`config.mk`:
```
export PLATFORM = sky130hd
export DESIGN_NAME = fifo_flow_controller
export DESIGN_NICKNAME = d
export VERILOG_FILES = /design/src/rtl/fifo_flow_controller.sv
export SDC_FILE = /design/constraint.sdc
export NUM_CORES = 1
export LEC_CHECK = 0
export CAP_MARGIN = 15
export CELL_PAD_IN_SITES_DETAIL_PLACEMENT = 1
export CELL_PAD_IN_SITES_GLOBAL_PLACEMENT = 1
export CORE_MARGIN = 2
export CORE_UTILIZATION = 29
export CTS_CLUSTER_DIAMETER = 40
export DETAILED_ROUTE_END_ITERATION = 6
export PLACE_DENSITY = 0.8
export RECOVER_POWER = 50
export SYNTH_ARGS = -nofsm -noshare
export SYNTH_HDL_FRONTEND = slang
export SYNTH_SLANG_ARGS = --single-unit
```
`constraint.sdc`:
```
create_clock -name clk -period 2.7 [get_ports clk]
set_input_delay 0.27 -clock clk [delete_from_list [all_inputs] [get_ports clk]]
set_output_delay 0.27 -clock clk [all_outputs]
set_load 0.02 [all_outputs]
```
`src/rtl/fifo_flow_controller.sv`:
```
// Handshake/sequencing controller for the parallel-write / parallel-read circular FIFO datapath.
// Optional watermark outputs are enabled with `define FIFO_FLOW_CTRL_WATERMARK_EN.
module fifo_flow_controller #(
    parameter int unsigned NUM_REG   = 4,
    parameter int unsigned NUMP1     = 5,
    parameter int unsigned PAR_WRITE = 1,
    parameter int unsigned PAR_READ  = 2
) (
    input  logic                        clk,
    input  logic                        rst,
    input  logic                        wr_valid,
    output logic                        wr_ready,
    input  logic                        rd_ready,
    output logic                        rd_valid,
    input  logic                        flush,
    output logic                        init_cnt,
    output logic                        inc_wptr,
    output logic                        inc_rptr,
    output logic                        reg_wen,
    output logic [$clog2(NUM_REG):0]    occupancy,
`ifdef FIFO_FLOW_CTRL_WATERMARK_EN
    input  logic [$clog2(NUM_REG):0]    hi_mark,
    input  logic [$clog2(NUM_REG):0]    lo_mark,
    output logic                        almost_full,
    output logic                        almost_empty,
`endif
    output logic                        full,
    output logic                        empty
);

    localparam int unsigned CW = $clog2(NUM_REG) + 1;
    localparam logic [CW:0] NR_W = (CW+1)'(NUM_REG);
    localparam logic [CW:0] PW_W = (CW+1)'(PAR_WRITE);
    localparam logic [CW:0] PR_W = (CW+1)'(PAR_READ);

    if (PAR_WRITE < 1 || PAR_WRITE > NUM_REG || PAR_READ < 1 || PAR_READ > NUM_REG ||
        NUMP1 != NUM_REG + 1) begin : g_bad_params
        $error("fifo_flow_controller: illegal NUM_REG/NUMP1/PAR_WRITE/PAR_READ combination");
    end

    typedef enum logic [1:0] {
        ST_INIT  = 2'd0,
        ST_RUN   = 2'd1,
        ST_FLUSH = 2'd2
    } state_t;

    state_t          state;
    state_t          state_nxt;
    logic            armed;
    logic            wa;
    logic            ra;
    logic            can_write;
    logic            can_read;
    logic [CW:0]     occ_ext;
    logic [CW:0]     occ_sum;
    logic [CW-1:0]   occ_nxt;

    // Readiness is a pure decode of the occupancy register, never of the handshake inputs
    assign occ_ext   = {1'b0, occupancy};
    assign can_write = (occ_ext + PW_W) <= NR_W;
    assign can_read  = occ_ext >= PR_W;
    assign occ_nxt   = CW'(occ_sum);

    assign full     = ~can_write;
    assign empty    = (occupancy == '0);
    assign inc_wptr = wa;
    assign inc_rptr = ra;
    assign reg_wen  = wa;

    always_comb begin
        state_nxt = state;
        wr_ready  = 1'b0;
        rd_valid  = 1'b0;
        wa        = 1'b0;
        ra        = 1'b0;
        init_cnt  = 1'b0;
        occ_sum   = occ_ext;
        case (state)
            // armed keeps init_cnt low while reset is still being released
            ST_INIT: begin
                init_cnt = armed;
                if (armed) begin
                    state_nxt = ST_RUN;
                end
            end
            ST_RUN: begin
                wr_ready = can_write;
                rd_valid = can_read;
                if (flush) begin
                    state_nxt = ST_FLUSH;
                end else begin
                    wa = wr_valid & can_write;
                    ra = rd_ready & can_read;
                end
                occ_sum = occ_ext + (wa ? PW_W : '0) - (ra ? PR_W : '0);
            end
            ST_FLUSH: begin
                init_cnt  = 1'b1;
                occ_sum   = '0;
                state_nxt = ST_RUN;
            end
            default: begin
                state_nxt = ST_INIT;
            end
        endcase
    end

    always_ff @(posedge clk or negedge rst) begin
        if (!rst) begin
            state     <= ST_INIT;
            armed     <= 1'b0;
            occupancy <= '0;
        end else begin
            state     <= state_nxt;
            armed     <= 1'b1;
            occupancy <= occ_nxt;
        end
    end

`ifdef FIFO_FLOW_CTRL_WATERMARK_EN
    // Watermarks track the value occupancy takes on the same edge
    always_ff @(posedge clk or negedge rst) begin
        if (!rst) begin
            almost_full  <= 1'b0;
            almost_empty <= 1'b1;
        end else if (state == ST_FLUSH) begin
            almost_full  <= 1'b0;
            almost_empty <= 1'b1;
        end else begin
            almost_full  <= occ_nxt >= hi_mark;
            almost_empty <= occ_nxt <= lo_mark;
        end
    end
`endif

endmodule

```
==> impl_results.md <==
* Status: finished, final reports clean
* Leakage at 0.0002835 uW
* CTS root buffer: clkbuf_4
* Synth area leader: dfrtp_1
* Placer congestion estimate at 0.6795
* Critical Path Start: occupancy[2]
* Setup Skew at around 0.0036 ns
* Fin. Hold Viols at 0
* Cts hold-fix bufs at 0
* Storage cell area at 150.1 um^2
* Worst-Skew Late Latency at between 0.2 and 0.25 ns
* CP endpoint kind: output pin
* Largest net degree at the start of global routing at 9
* Initial DRC Count at 5
* CTS tree: yes
* Reg2Reg Depth at 8
* Final Net Count at 76
* Worst Setup EP: inc_rptr
* VDD IR max at 0.5961 mV
* MaxCap Viol Count at 0
* CP most frequent cell: nor2_2
* Via density per instance at around 4.5
* Layout area overhead at 43.24%
* Design Area, Final at 596.8 um^2
* CORE AREA at roughly 1300 um^2
* Post-synth top area share at 36.04%
* Syn_nets at just under 60
* Worst-path clk slew at around 0.050 ns
* Std-Cell Rows at 13
* Sink Count at 6
* Syn. warnings at 0
* Post-CTS Setup Inserts at 0
* Arrival time at the worst endpoint at between 1.5 and 2 ns
* Cts bufs inserted at 3
* Mean post-synth cell area at roughly 8.9 um^2
* First-pass GRT wire length at 1704 um
* Number of synthesized register bits at 6
* Sequential element share of the synthesized area at a little over a third
* Ys async rst share at between 90% and 100%
* Clock Path Buffers at 2
* Final WL at between 900 and 1000 um
* Final setup fails at 0
* Initial antenna violation count at 0
* Die width at roughly 42 um
* Post-synth EDFFs at 0
* Starting density of the core at between 30% and 40%
* Area post-placement at approximately 570 um^2
* Htree depth at 1
* Fin crit share at 79.06%
* Post_cts resized at 0
* Multi-input logic area at between 200 and 250 um^2
* Worst setup SP type: register
* CP Class: reg -> out
* Wire per inst at between 10 and 15 um
* Slowest cell on crit path: clkdlybuf4s50_1
* Top_reg_cell synth: dfrtp_1
* Setup tns final at 0 ns
* Synth unique cells at 19
* Final min period at approximately 2.1 ns
* FMAX at ~470 MHz
* Die H at 41.91 um
* Cells after Synth at 47
* Synth top cells by count: nor2_1, dfrtp_1, ha_1, inv_1, a21oi_1
* CP cell instances: nor2_2 -> or3b_4 -> nor2_2 -> clkdlybuf4s50_1
* Vias in the first global route at between 300 and 400
* Synth area leaders: dfrtp_1, ha_1, nor2_1
* Layout cell share with drive strength beyond 1 at around an eighth
* DRC errors left at 0
* Fill cell count at 155
* Vias at approximately 350
* Total GRT Usage at 13.13%
* PD cells at about 1300 nW/um^2
* Syn Std Cell Area at approximately 420 um^2
* FF-to-FF Start: occupancy[2]
* # diodes at 0
* Antenna Nets Post-Route at 0
* Worst r2r dst: occupancy[2]
* Crit-path max FO at 8
* HP Class: in -> async
* HPWL Detailed at 785.7 um
* Drt first pass iters at 4
* Reg2reg setup slack at 0.62 ns
* I/O Pins at 16
* Die area at 1756 um^2
* CP max stage delay at 0.60 ns
* GRT overflow at 0
* RSZ-0062 raised after global routing: no
* Worst Path Required at 2.43 ns
* Port Buffer Count at 15
* Count leader, synth: nor2_1
* Max Slew Vio Count at 0
## sequential cells by signal, indices dropped and copies added, names as in the netlist
signal     count
armed          1
occupancy      3
state          2
## worst min path at each step
stage          depth (start not counted)  slack, ns      endpoint
2_1_floorplan                          0      -0.03         armed
3_3_place_gp                           1       0.53  occupancy[0]
3_5_place_dp                           1       0.53         armed
4_1_cts                                1       0.27  occupancy[0]
5_1_grt                                1       0.35         armed
6_report                               1       0.34  occupancy[0]
## cells by family after synthesis
| group | count (synthesis) | synth area share [%] |
|---|---|---|
| other cells | 1 | 0.9000 |
| fa+ha+maj | 6 | 18.02 |
| buf+inv | 8 | 8.108 |
| simple gates | 16 | 20.72 |
| flops | 6 | 36.04 |
| compound gates | 8 | 11.41 |
| mux | 1 | 2.703 |
| xor+xnor | 1 | 2.102 |
## routing by layer
layer	GRT usage (%)	routed length, um	vias to the layer above
met5	0	0	-
met4	7.742	0	0
met3	4.783	38	0
met2	18.13	467	7
met1	17.24	415	163
li1	-	-	181
## report_power, final
part	internal, uW	switching (uW)	leakage, uW
Combinational	238	258	0.000195
Sequential	128	44.1	0.0000742
Clock	50.2	31.6	0.0000138
## worst max-delay path: cells and delay by family, from the launching register on
| family | cells | cell delay, ns |
|---|---|---|
| and+or+nand+nor | 3 | 0.55 |
| buffers and inverters | 1 | 0.60 |
| DFF | 1 | 0.48 |
## placed cells by master (no fill, tap or decap)
master | synthesis | layout
a21bo_2 | 1 | 1
a21o_1 | 1 | 1
a21oi_1 | 4 | 4
clkbuf_4 | 0 | 3
clkdlybuf4s50_1 | 0 | 12
conb_1 | 1 | 1
dfrtp_1 | 6 | 6
dlygate4sd3_1 | 0 | 3
ha_1 | 6 | 6
inv_1 | 6 | 6
mux2_2 | 1 | 1
nand2b_1 | 3 | 3
nand3_1 | 1 | 1
nand3b_1 | 1 | 1
nor2_1 | 7 | 7
nor2_2 | 2 | 2
nor3_1 | 1 | 1
o21ai_0 | 2 | 2
or3b_4 | 1 | 1
xor2_1 | 1 | 1
## area by class of cell
type	count	area share [%]
clock buffer	3	3.774
timing repair buffer	15	25.16
multi-input combinational	33	38.99
sequential	6	25.16
tap	15	3.145
inverter	6	3.774
## per-stage QoR
step	utilization, %	hold WS, ns	total power [uW]	worst slack, ns	instances
detailed placement	43.59	0.5318	684.2	0.3882	75
global placement	43.59	0.5339	656.1	0.4548	75
CTS	45.30	0.2685	772.0	0.5332	78
floorplan	-	-0.02559	485.1	0.6704	47
global route	45.30	0.3475	832.7	0.4312	78
finish	45.30	0.3380	749.7	0.5654	78
Note: power is estimated with default switching activity, not from simulation.
